$ cat src/rtl/addsub_pipe.sv
// Pipelined add/subtract with unsigned/signed modes, optional saturation and
// a valid/ready handshake on both sides.
module addsub_pipe #(
    parameter int WIDTH  = 4,
    parameter int STAGES = 2,
    parameter int SAT_EN = 0
) (
    input  logic             sclk,
    input  logic             srst,
    input  logic             in_valid,
    output logic             in_ready,
    input  logic [WIDTH-1:0] a,
    input  logic [WIDTH-1:0] b,
    input  logic             op_sub,
    input  logic             op_signed,
    output logic             out_valid,
    input  logic             out_ready,
    output logic [WIDTH:0]   result,
    output logic             ovf,
    output logic [15:0]      op_count
);

    localparam int RW = WIDTH + 1;
    localparam logic [RW-1:0] U_MAX = {1'b0, {WIDTH{1'b1}}};
    localparam logic [RW-1:0] S_MAX = {2'b00, {(WIDTH-1){1'b1}}};
    localparam logic [RW-1:0] S_MIN = {2'b11, {(WIDTH-1){1'b0}}};

    logic [RW-1:0] a_ext;
    logic [RW-1:0] b_ext;
    logic [RW-1:0] sum_c;
    logic [RW-1:0] res_c;
    logic          ovf_c;

    // Result is fully computed at acceptance, so the mode bits never need
    // to travel down the pipe.
    always_comb begin
        a_ext = op_signed ? {a[WIDTH-1], a} : {1'b0, a};
        b_ext = op_signed ? {b[WIDTH-1], b} : {1'b0, b};
        sum_c = op_sub ? (a_ext - b_ext) : (a_ext + b_ext);
        ovf_c = op_signed ? (sum_c[WIDTH] ^ sum_c[WIDTH-1]) : sum_c[WIDTH];
        res_c = sum_c;
        if ((SAT_EN != 0) && ovf_c) begin
            if (op_signed) begin
                res_c = sum_c[WIDTH] ? S_MIN : S_MAX;
            end else begin
                res_c = op_sub ? '0 : U_MAX;
            end
        end
    end

    logic [STAGES-1:0] valid_q;
    logic [STAGES-1:0] valid_d;
    logic [STAGES-1:0] ovf_q;
    logic [STAGES-1:0] ovf_d;
    logic [RW-1:0]     res_q [STAGES];
    logic [RW-1:0]     res_d [STAGES];
    logic [STAGES-1:0] ld;
    logic [15:0]       op_count_q;
    logic [15:0]       op_count_d;

    // A stage may load when empty or when its successor is moving this cycle.
    generate
        for (genvar gi = 0; gi < STAGES; gi++) begin : g_ld
            if (gi == STAGES - 1) begin : g_last
                assign ld[gi] = !valid_q[gi] || out_ready;
            end else begin : g_mid
                assign ld[gi] = !valid_q[gi] || ld[gi+1];
            end
        end
    endgenerate

    always_comb begin
        valid_d = valid_q;
        ovf_d   = ovf_q;
        res_d   = res_q;
        if (ld[0]) begin
            valid_d[0] = in_valid;
            ovf_d[0]   = ovf_c;
            res_d[0]   = res_c;
        end
        for (int k = 1; k < STAGES; k++) begin
            if (ld[k]) begin
                valid_d[k] = valid_q[k-1];
                ovf_d[k]   = ovf_q[k-1];
                res_d[k]   = res_q[k-1];
            end
        end
    end

    always_comb begin
        op_count_d = op_count_q;
        if (valid_q[STAGES-1] && out_ready) begin
            op_count_d = op_count_q + 16'd1;
        end
    end

    always_ff @(posedge sclk) begin
        if (srst) begin
            valid_q    <= '0;
            ovf_q      <= '0;
            op_count_q <= '0;
            for (int k = 0; k < STAGES; k++) begin
                res_q[k] <= '0;
            end
        end else begin
            valid_q    <= valid_d;
            ovf_q      <= ovf_d;
            res_q      <= res_d;
            op_count_q <= op_count_d;
        end
    end

    assign in_ready  = ld[0];
    assign out_valid = valid_q[STAGES-1];
    assign result    = res_q[STAGES-1];
    assign ovf       = ovf_q[STAGES-1];
    assign op_count  = op_count_q;

endmodule

$ cat config.mk
export PLATFORM = sky130hd
export DESIGN_NAME = addsub_pipe
export DESIGN_NICKNAME = d
export VERILOG_FILES = /design/src/rtl/addsub_pipe.sv
export SDC_FILE = /design/constraint.sdc
export NUM_CORES = 1
export LEC_CHECK = 0
export CAP_MARGIN = 20
export CORE_ASPECT_RATIO = 1.1
export CORE_MARGIN = 10
export CORE_UTILIZATION = 35
export DETAILED_ROUTE_END_ITERATION = 8
export PLACE_DENSITY = 0.7
export SLEW_MARGIN = 20
export SYNTH_ARGS = -nofsm -noshare
export SYNTH_HDL_FRONTEND = slang
export SYNTH_SLANG_ARGS = --single-unit
export TNS_END_PERCENT = 20
$ cat constraint.sdc
create_clock -name sclk -period 4.3 [get_ports sclk]
set_input_delay 0.86 -clock sclk [delete_from_list [all_inputs] [get_ports sclk]]
set_output_delay 0.86 -clock sclk [all_outputs]
set_load 0.05 [all_outputs]
==> results of run 1 <==
-- registers in the layout, summed over array words and instances, names as in the netlist --
signal,cells
op_count,16
ovf_q,2
res_q,5
result,5
valid_q,2
-- critical path, stage by stage --
cell             delay [ns]
clkdlybuf4s50_1        0.43
nor2b_1                0.41
and2_1                 0.34
inv_2                  0.12
clkdlybuf4s50_1        0.72
-- layer usage --
layer,share of wire,up-vias,global-route usage
met3,0.087,6,0.0369
met5,0,-,0
met2,0.46,32,0.150
met4,0.021,0,0.0472
li1,-,650,-
met1,0.43,550,0.0884
-- kinds of logic after synthesis --
family,count (synthesis),synth area share
buffers and inverters,18,0.0628
XOR/XNOR,16,0.0964
AO/OA/AOI/OAI,29,0.117
adder cells (fa/ha/maj),7,0.0654
AND/OR/NAND/NOR,75,0.238
multiplexers,1,0.00688
flip-flops,30,0.413
-- cell type report --
class                      count  area share
clock buffer                   6      0.0434
inverter                       7      0.0138
multi-input combinational    128       0.401
sequential                    30       0.316
tap                           52      0.0342
timing repair buffer          37       0.192
-- cell usage after synthesis (2+ instances only) --
master | n | area share
a211oi_1 | 3 | 0.015
nor2_1 | 23 | 0.059
or3_1 | 4 | 0.017
clkbuf_1 | 4 | 0.010
nand2b_1 | 5 | 0.022
buf_4 | 6 | 0.031
and2_1 | 2 | 0.0086
a21o_1 | 2 | 0.010
a21oi_1 | 15 | 0.052
nor2b_1 | 2 | 0.0086
nand2_1 | 25 | 0.065
nand3_1 | 2 | 0.0069
and3_1 | 4 | 0.017
nand4_1 | 6 | 0.026
ha_1 | 6 | 0.052
o21ai_0 | 5 | 0.017
dfxtp_1 | 30 | 0.41
o22ai_1 | 2 | 0.0086
inv_1 | 6 | 0.015
xnor2_1 | 5 | 0.030
xor2_1 | 11 | 0.066
-- worst max path at each step --
stage	to	slack [ns]	cells after the start
finish	in_ready	0.55	5
global route	in_ready	0.42	5
CTS	in_ready	0.52	5
detailed placement	in_ready	0.54	5
global placement	in_ready	0.55	5
floorplan	ovf_q[0]$_SDFFE_PP0P_	1.70	9
-- power by group --
part           internal (W)  total (W)  switching (W)  leakage (nW)
clock              0.000123   0.000215      0.0000923        0.0431
combinational     0.0000496   0.000114      0.0000644         0.447
sequential         0.000295   0.000305     0.00000944         0.245
-- through the flow --
step | instance area, µm² | hold slack (ns) | utilization | instances
global placement | 1820 | 0.444 | 0.457 | 254
CTS | 1910 | 0.455 | 0.477 | 260
global route | 1900 | 0.466 | 0.476 | 260
floorplan | 1450 | 0.432 | - | 176
finish | 1900 | 0.452 | 0.476 | 260
detailed placement | 1820 | 0.445 | 0.457 | 254
==> run summary, run 1 <==
====================================================================================================
Inserted Clock Buffers                                                                             5
Minimum setup slack in the final design                                                     0.552 ns
Commonest non-fill, non-tap cells in the layout                                         36 x clkdlybuf4s50_1, 30 x dfxtp_1, 25 x nand2_1, 23 x nor2_1, 15 x a21oi_1
Cell area after synthesis                                                                   1450 µm²
Storage cell area                                                                            601 µm²
Headroom to the max-slew limit                                                                 0.619
Reg-to-reg startpoint                                                                   valid_q[1]$_SDFFE_PP0P_
X dimension of the die                                                                       81.5 µm
FF+latch count, synth                                                                             30
Count of yosys warnings during synthesis                                                           0
Clock-pin slew reported for the worst setup and hold paths after clock tree synthesis        0.06 ns
Post-detailed-route DRC marker count                                                               0
Multi-input gate area in the final layout                                                    762 µm²
H-tree Lvls                                                                                        2
Synthesized area per cell                                                                   8.26 µm²
Skew-Pair Late Insertion Delay                                                               0.27 ns
Transition time at the pin with the least slew margin                                       0.571 ns
Primary FF master, synth                                                                     dfxtp_1
Post-DP HPWL                                                                                 2330 µm
Diodes inserted                                                                                    0
Outcome                                                                                 complete, no violations
Weighted congestion reported at the end of routability-driven placement                        0.704
Maximum ir drop on the vdd rail                                                             0.129 mV
Worst hold path class                                                                   flip-flop to flip-flop
Setup fix buffers added after clock tree synthesis                                                 0
Share of synthesized registers carrying an async set or reset                                      0
Port-buffer cells                                                                                 37
Std cell rows                                                                                     24
Final Total Pwr                                                                           0.000634 W
Number of global-route vias before repair                                                       1191
Root Buffer                                                                                 clkbuf_8
Vias post-DR                                                                                    1238
Leading cell type in the layout, fill and taps excluded                                 clkdlybuf4s50_1
EDFF count, synth                                                                                  0
Post-layout minimum cycle time                                                               3.75 ns
Type of the setup path with the least slack                                             primary input to output port
Final count of negative-setup-slack endpoints                                                      0
Clock tree from TritonCTS                                                                        yes
Final-stage net count                                                                            230
Maximum fanout along the worst path                                                                9
Number of DRC markers after the initial detailed-route iteration                                  25
Die Y                                                                                        87.6 µm
Number of buffers inserted for hold repair after clock tree synthesis                              0
Startpoint types                                                                        primary input
Total negative slack for setup checks                                                           0 ns
Kind of capture point of the worst setup path                                            output port
Register-to-Register Setup Slack                                                             2.66 ns
Fillers                                                                                          416
Wire length per cell                                                                         11.8 µm
Worst min-delay path startpoint                                                         result[2]$_SDFFE_PP0P_
Count of clock tree sinks                                                                         30
Relative area change from synthesis to final layout                                            30.8%
Hold Crit Depth                                                                                    2
Highest Clock Rate                                                                         0.267 GHz
Number of cells upsized or downsized after cts                                                     0
RSZ-0062 raised after global routing                                                              no
Gr usage total                                                                                0.0876
Total congestion overflow                                                                          0
Layout Skew                                                                               0.00623 ns
Antenna violations before repair                                                                   0
Max cap viols                                                                                      0
Number of pins exceeding their max-slew limit in the final report                                  0
Count of unique library cells instantiated by Yosys                                               29
Final hold violation count                                                                         0
Data required time of the critical path                                                      3.44 ns
Share of synthesized area occupied by flip-flops and latches                                   0.413
Wire length of the first global-routing pass                                                 4960 µm
Cell depth of the worst flop-to-flop path                                                          5
Arrival time worst endpoint                                                                  2.89 ns
Pre-Repair DR Iteration Count                                                                      4
Fraction of layout instances using a drive strength above 1                                   0.0385
Total nets after synthesis                                                                       197
Crit share post-route                                                                          0.872
Leakage Power                                                                               0.735 nW
Pin count of the biggest net entering global routing                                              33
Antenna-violating nets left                                                                        0
Core Area                                                                                   3990 µm²
PD cells                                                                                  333 nW/µm²
Detailed-route wire length                                                                   3060 µm
Vias per Instance                                                                               4.76
Ports placed on the boundary                                                                      38
FF-to-FF End                                                                            op_count[15]$_SDFFE_PP0P_
Overall die area                                                                            7130 µm²
Setup slack after placement                                                                 0.538 ns
Effective utilization at floorplan                                                             0.364
Startpoint of the worst setup timing path                                                  out_ready
Number of buffers on the longest clock path                                                        2
Cell count after synthesis                                                                       176
Capture endpoint of the worst hold path                                                 result[2]$_SDFFE_PP0P_
====================================================================================================
No activity file was read; power rests on OpenSTA's default activity.
==> run 2: changes to the inputs <==
Settings changed: CORE_ASPECT_RATIO 1.1 to not set, CORE_UTILIZATION 35 to 50, PLACE_DENSITY 0.7 to 0.91.
==> run summary, run 2 (synthesized netlist as in run 1, its figures left out) <==
====================================================================================================
Die Y                                                                                        73.9 µm   -16%
Core Area                                                                                   2760 µm²   -31%
Outcome                                                                                 complete, no violations
Number of DRC markers after the initial detailed-route iteration                                  64   +160%
Gr usage total                                                                                 0.110   +0.0219
RSZ-0062 raised after global routing                                                              no
Number of cells upsized or downsized after cts                                                     0   unchanged
Critical path, cell by cell                                                             clkdlybuf4s50_1, nor2b_1, and2_1, inv_2, clkdlybuf4s50_1
Antenna-violating nets left                                                                        0   unchanged
Leading cell type in the layout, fill and taps excluded                                 clkdlybuf4s50_1
Effective utilization at floorplan                                                             0.527   +0.163
H-tree Lvls                                                                                        2   unchanged
Worst min-delay path startpoint                                                         result[4]$_SDFFE_PP0P_
Ports placed on the boundary                                                                      38   unchanged
Most repeated library cell on the critical path                                         clkdlybuf4s50_1
PD cells                                                                                  332 nW/µm²   -0.34%
Std cell rows                                                                                     19   -21%
Reg-to-reg startpoint                                                                   valid_q[1]$_SDFFE_PP0P_
Crit-path max cell delay                                                                     0.72 ns   about the same
Final count of negative-setup-slack endpoints                                                      0   unchanged
Final cell count without fillers                                                                 241   -7.3%
Wire length per cell                                                                         12.5 µm   +6.7%
Transition time at the pin with the least slew margin                                       0.553 ns   -0.0181 ns
Total negative slack for setup checks                                                           0 ns   unchanged
Crit share post-route                                                                          0.880   +0.00807
Inserted Clock Buffers                                                                             5   unchanged
Post-placement cell area                                                                    1800 µm²   -1.4%
Number of placed instances, taps included                                                        233   -8.3%
Hold Crit Depth                                                                                    2   unchanged
Maximum fanout along the worst path                                                                9   unchanged
Commonest non-fill, non-tap cells in the layout                                         36 x clkdlybuf4s50_1, 30 x dfxtp_1, 25 x nand2_1, 23 x nor2_1, 15 x a21oi_1
Overall die area                                                                            5460 µm²   -23%
Minimum setup slack in the final design                                                     0.517 ns   -0.0347 ns
Startpoint of the worst setup timing path                                                  out_ready
Vias per Instance                                                                               5.27   +11%
Weighted congestion reported at the end of routability-driven placement                        0.790   +12%
Headroom to the max-slew limit                                                                 0.631   +0.0121
Cell depth of the worst flop-to-flop path                                                          6   +1
Post-DP HPWL                                                                                 2310 µm   -0.76%
Kind of capture point of the worst setup path                                            output port
Number of buffers on the longest clock path                                                        2   unchanged
FF-to-FF End                                                                            op_count[14]$_SDFFE_PP0P_
Root Buffer                                                                                 clkbuf_4
Setup fix buffers added after clock tree synthesis                                                 0   unchanged
Clock tree from TritonCTS                                                                        yes
Pre-Repair DR Iteration Count                                                                      4   unchanged
Max reg flops                                                                                     16   unchanged
Number of buffers inserted for hold repair after clock tree synthesis                              0   unchanged
Post-Layout Inst Area                                                                       1870 µm²   -1.6%
Port-buffer cells                                                                                 37   unchanged
Number of pins exceeding their max-slew limit in the final report                                  0   unchanged
Count of clock tree sinks                                                                         30   unchanged
Leakage Power                                                                               0.736 nW   +0.20%
Fraction of layout instances using a drive strength above 1                                   0.0476   +0.00916
Type of the setup path with the least slack                                             primary input to output port
Skew-Pair Late Insertion Delay                                                               0.33 ns   +0.06 ns
Final-layout worst hold slack                                                               0.457 ns   +0.00542 ns
Capture endpoint of the worst hold path                                                 result[4]$_SDFFE_PP0P_
Setup slack after placement                                                                 0.534 ns   -0.00403 ns
Final hold violation count                                                                         0   unchanged
Wire length of the first global-routing pass                                                 4770 µm   -3.8%
Layout Skew                                                                               0.00592 ns   -0.000305 ns
Vias post-DR                                                                                    1269   +2.5%
Maximum ir drop on the vdd rail                                                             0.266 mV   +110%
Post-layout minimum cycle time                                                               3.78 ns   +0.0347 ns
Clock-pin slew reported for the worst setup and hold paths after clock tree synthesis        0.08 ns   +0.02 ns
Register-to-Register Setup Slack                                                             2.66 ns   about the same
Detailed-route wire length                                                                   3020 µm   -1.1%
Final-stage net count                                                                            230   unchanged
Pin count of the biggest net entering global routing                                              33   unchanged
Diodes inserted                                                                                    0   unchanged
Relative area change from synthesis to final layout                                            28.7%
Max cap viols                                                                                      0   unchanged
Antenna violations before repair                                                                   0   unchanged
Post-detailed-route DRC marker count                                                               0   unchanged
Data required time of the critical path                                                      3.44 ns   about the same
Number of global-route vias before repair                                                       1133   -4.9%
Total congestion overflow                                                                          0   unchanged
Worst hold path class                                                                   flip-flop to flip-flop
Arrival time worst endpoint                                                                  2.92 ns   +0.03 ns
Startpoint types                                                                        primary input
Highest Clock Rate                                                                         0.264 GHz   -0.92%
X dimension of the die                                                                       73.9 µm   -9.2%
Max stage delay cell, worst path                                                        clkdlybuf4s50_1
====================================================================================================
## run 2: cell count changes in the layout (fill, tap and decap cells not counted), sizes merged
cell    change
clkbuf      +2
## run 2: how the worst max path moves through the flow
| stage | end | cells past startpoint |
|---|---|---|
| floorplan | ovf_q[0]$_SDFFE_PP0P_ | 9 |
| global placement | in_ready | 5 |
| detailed placement | in_ready | 5 |
| CTS | in_ready | 5 |
| global route | in_ready | 5 |
| finish | in_ready | 5 |
## run 2: routing by layer
metal / global-route usage / routed length, µm
met5: 0 / 0
met2: 0.188 / 1480
met4: 0.0621 / 84
met3: 0.0377 / 184
met1: 0.113 / 1270
## run 2: final cells by class
type / count / area (µm²)
Clock buffer: 8 / 78.8
Fill cell: 211 / 886
Inverter: 7 / 26.3
Multi-Input combinational cell: 128 / 762
Sequential cell: 30 / 601
Tap cell: 31 / 38.8
Timing Repair Buffer: 37 / 365
## run 2: through the flow
stage | total power (W) | util
after floorplan | 0.000393 | -
after global placement | 0.000423 | 0.652
after detailed placement | 0.000425 | 0.652
after CTS | 0.000629 | 0.681
after global routing | 0.000649 | 0.679
final | 0.000622 | 0.679
## run 2: worst max-delay path: cells and delay by family
kind,cells,cell delay (ns)
buf+inv,3,1.28
simple gates,2,0.78
## run 2: power by group
group,total [W],internal (W),switching (W)
clock network,0.000204,0.000112,0.0000928
registers,0.000304,0.000295,0.00000926
logic,0.000114,0.0000497,0.0000639
==> edit 1: new RTL, settings of run 2 <==
Change the parameter `WIDTH` from 4 to 5.
--- a/src/rtl/addsub_pipe.sv
+++ b/src/rtl/addsub_pipe.sv
@@ -1,7 +1,7 @@
 // Pipelined add/subtract with unsigned/signed modes, optional saturation and
 // a valid/ready handshake on both sides.
 module addsub_pipe #(
-    parameter int WIDTH  = 4,
+    parameter int WIDTH  = 5,
     parameter int STAGES = 2,
     parameter int SAT_EN = 0
 ) (
Ports: changed (resized a, b and result); port bits go from 38 to 41. The function was not compared with the original's and may differ.
==> edit 1 against run 2 <==
Worst setup slack lost 0.033 ns; routed wire length up 19%; sequential power is 6.9% higher; total power is 2.7% higher; non-clock buffer count increased by 4; largest cell class unchanged; sequential cell count increased by 2; global-route usage grew 0.61 points; cell count rose by 17%; design area is 12% higher; area after synthesis up 14%.
==> edit 1: results (changes against run 2) <==
synthMuxAreaShare_pct: 1.211  # +0.52 points
min_from: "result[2]"
synthXorXnorAreaFrac_pct: 7.949  # -1.7 points
seq-cell-share_pct: 30.49  # -1.6 points
multi_input_area_share_pct: 42.88  # +2.2 points
fillers: 275  # +30%
wirelength_um: 3596  # +19%
num-nets-final: 262  # +14%
numPortBuffers: 40  # +8.1%
place_congestion: 0.8081  # +2.3%
p_leak_nw: 0.7789  # +5.8%
slew_headroom_pct: 64.07  # +0.93 points
flops_and_latches: 32  # +6.7%
synth_area_leaders: "dfxtp_1 39%, a21oi_1 6.1%, nand2_1 5.7%"
die-area_sq_mm: 0.006005  # +9.9%
dp_hpwl_um: 2896  # +25%
yosysUniqueCellTypes: 35  # +21%
max_freq_mhz: 262.1  # -0.87%
place_area_sq_mm: 0.002042  # +14%
skew_ns: 0.01040  # +0.004476 ns
rrSetupSlack_ns: 2.49  # -0.17 ns
comb.multi_input.count: 148  # +16%
clock_area_share_pct: 2.799  # -1.4 points
crit_path_top_delay_cell: "clkdlybuf4s50_1"
ys_top_cells_by_count: "32 x dfxtp_1, 25 x nand2_1, 24 x nor2_1"
whs_endpoint: "result[2]"
status: "finished clean"
nNonClkBuffers: 41  # +11%
synthAdderAreaFrac_pct: 6.510  # -0.030 points
clk-power_w: 0.000175  # -14%
drive_above_1_share_pct: 4.184  # -0.58 points
power.internal_w: 0.0004565  # +0.10%
seqPwrFrac_pct: 50.9  # +2.0 points
grt_usage_pct: 11.56  # +0.61 points
ir_worst_vdd_v: 0.0001719  # -35%
vias: 1494  # +18%
synth.net_count: 227  # +15%
drt_iter0_drc: 108  # +69%
arrival_ns: 2.96  # +0.04 ns
synth-seq-area-share_pct: 38.76  # -2.5 points
grt_pass1_wl_um: 5940  # +24%
area.growth.synth_to_final_pct: 27.10
-- edit 1: cell count changes in the layout (fill, tap and decap cells not counted), sizes merged, moves of 3 or more --
| cell | before | now |
|---|---|---|
| a21oi | 15 | 20 |
| xor2 | 11 | 6 |
| clkdlybuf4s50 | 36 | 40 |
| o21ai | 5 | 9 |
| xnor2 | 5 | 9 |
| and4 | 0 | 3 |
| inv | 7 | 10 |
| nand3 | 2 | 5 |
| nor3 | 1 | 4 |
-- edit 1: logic make-up after synthesis --
group                    count (synthesis)
AO/OA/AOI/OAI                           35
adder cells (fa/ha/maj)                  8
flip-flops                              32
XOR/XNOR                                15
buffers and inverters                   23
multiplexers                             2
AND/OR/NAND/NOR                         88
-- edit 1: per-layer routing --
| metal | vias to the layer above | global-route usage (%) | routed length [um] |
|---|---|---|---|
| met4 | 0 | 4.927 | 63 |
| li1 | 751 | - | - |
| met2 | 55 | 20.32 | 1708 |
| met1 | 681 | 12.15 | 1587 |
| met5 | - | 0 | 0 |
| met3 | 7 | 4.263 | 236 |
==> edit 2: new RTL, settings of run 2 <==
Made on the original files. Make the reset (`srst`) asynchronous in one clocked block.
--- a/src/rtl/addsub_pipe.sv
+++ b/src/rtl/addsub_pipe.sv
@@ -94,7 +94,7 @@
         end
     end
 
-    always_ff @(posedge sclk) begin
+    always_ff @(posedge sclk or posedge srst) begin
         if (srst) begin
             valid_q    <= '0;
             ovf_q      <= '0;
Check against the original RTL: differs if srst is asserted again (counterexample within 4 cycles, from zero or initial values and one cycle with srst high); with srst held inactive, the same outputs for 10 cycles.
==> edit 2 against run 2 <==
Sequential share of layout area grew 6.3 points; routed wire length shrank 0.79%; area after synthesis grew 5.0%; design area grew 4.6%; non-clock buffer count grew 1; worst setup slack gained 0.42 ns; sequential cell count is the same; utilization grew 1.3 points.
Power is not compared: it rests on default switching activity, and its combinational part moved more than twofold at a synthesized area within 25%.
==> edit 2: results (changes against run 2) <==
drive_above_1_share_pct: 12.92  # +8.2 points
crit_path_top_delay_cell: "clkdlybuf4s50_1"
htree_levels: 2  # unchanged
yosysUniqueCellTypes: 30  # +3.4%
clk_pin_slew_ns: 0.09
antenna_found_initial: 0  # unchanged
ys_top_cells_by_count: "30 x dfrtp_1, 14 x nor2_1, 13 x xnor2_1"
async_flop_share_pct: 100.0  # +100 points
power_density_mw_per_mm2: 518.0
worst_pin_slew_ns: 0.5966  # +0.04363 ns
ir_worst_vdd_v: 0.0002415
status: "finished clean"
drt_iter0_drc: 80  # +25%
dp.cells: 201  # -14%
synth-seq-area-share_pct: 49.18  # +7.9 points
post_drt_wl_per_cell_um: 14.34  # +14%
grt_usage_pct: 11.65  # +0.70 points
skew_ns: 0.009455  # +0.003533 ns
cts_made_buffers: 5  # unchanged
arrival_ns: 2.51  # -0.41 ns
p_leak_nw: 0.8750
grt_pass1_wl_um: 5126  # +7.4%
synth_warnings: 0  # unchanged
cp_top_family: "buffers and inverters"
seqPwrFrac_pct: 40.1
wirelength_um: 2998  # -0.79%
dpl_worst_slack_ns: 0.9419  # +0.4082 ns
synth_area_leaders: "dfrtp_1 49%, xnor2_1 7.5%, mux2_2 6.6%"
viasPerCell: 5.254  # -0.23%
place_congestion: 0.8468  # +7.2%
cts_resized: 0  # unchanged
clockBufferDepth: 2  # unchanged
antenna_cells: 0  # unchanged
grt_pass1_vias: 1185  # +4.6%
critPathMaxStageDelay_ns: 0.83  # +0.11 ns
clockRootBuffer: "clkbuf_4"
min_path_type: "flop to flop"
post_cts_buffers: 0  # unchanged
p_sw_w: 0.0004168
syn_inst: 139  # -21%
largest_reg_flops: 16  # unchanged
grt_max_degree: 31  # -6.1%
synth.net_count: 160  # -19%
place_area_sq_mm: 0.001898  # +5.6%
synthFlopType: "dfrtp_1"
drcViolationCount: 0  # unchanged
dp_hpwl_um: 2437  # +5.3%
clk_latency_ns: 0.32
comb-power_w: 0.000439
numPortBuffers: 37  # unchanged
dr.pass1.iters: 5  # +1
cp_max_fo: 12  # +3
[edit 2: changes by cell type after synthesis, sizes merged, moves of 4 or more]
cell,run 2,this run
a21oi,15,6
dfrtp,0,30
o21ai,5,1
or3,4,0
nand3,2,9
nor2,23,15
xnor2,5,13
mux2,0,9
nand4,6,1
clkbuf,5,1
nand2,25,6
dfxtp,30,0
[edit 2: cell families after synthesis]
logic type / after synthesis / synth area share [%]
xor+xnor: 21 / 12.05
fa+ha+maj: 7 / 6.229
flops: 30 / 49.18
simple gates: 42 / 13.77
compound gates: 12 / 5.656
buf+inv: 16 / 5.164
mux: 11 / 7.951
[edit 2: area by class of cell]
class	count	area (sq um)
Timing Repair Buffer	38	377.9
Sequential cell	30	750.7
Clock inverter	1	5.005
Inverter	9	33.78
Tap cell	31	38.79
Fill cell	208	870.8
Multi-Input combinational cell	93	696.9
Clock buffer	7	55.05
[edit 2: worst paths after layout]
check | slack [ns] | depth (start not counted) | from | end
max | 0.93 | 4 | out_ready | in_ready
max reg2reg | 2.76 | 6 | op_count[0] | op_count[10]
max in group asynchronous | 2.98 | 2 | srst | ovf_q[0]
min reg2reg | 0.48 | 1 | valid_q[0] | valid_q[1]
min | 0.48 | 1 | valid_q[0] | valid_q[1]
min in group asynchronous | 0.92 | 2 | srst | op_count[1]
[edit 2: worst reg2reg max path, cell delays in order, from the launching register on]
cell	delay, ns
dfrtp_1	0.42
ha_1	0.17
nand3_1	0.11
nor2_1	0.32
nand2_1	0.14
nor2_1	0.15
xor2_1	0.16
[edit 2: routing by layer]
layer	track usage, %	up-vias	wire length (um)
li1	-	530	-
met1	11.58	527	1098
met2	20.67	36	1483
met3	6.045	5	375
met4	3.711	0	41
met5	0	-	0
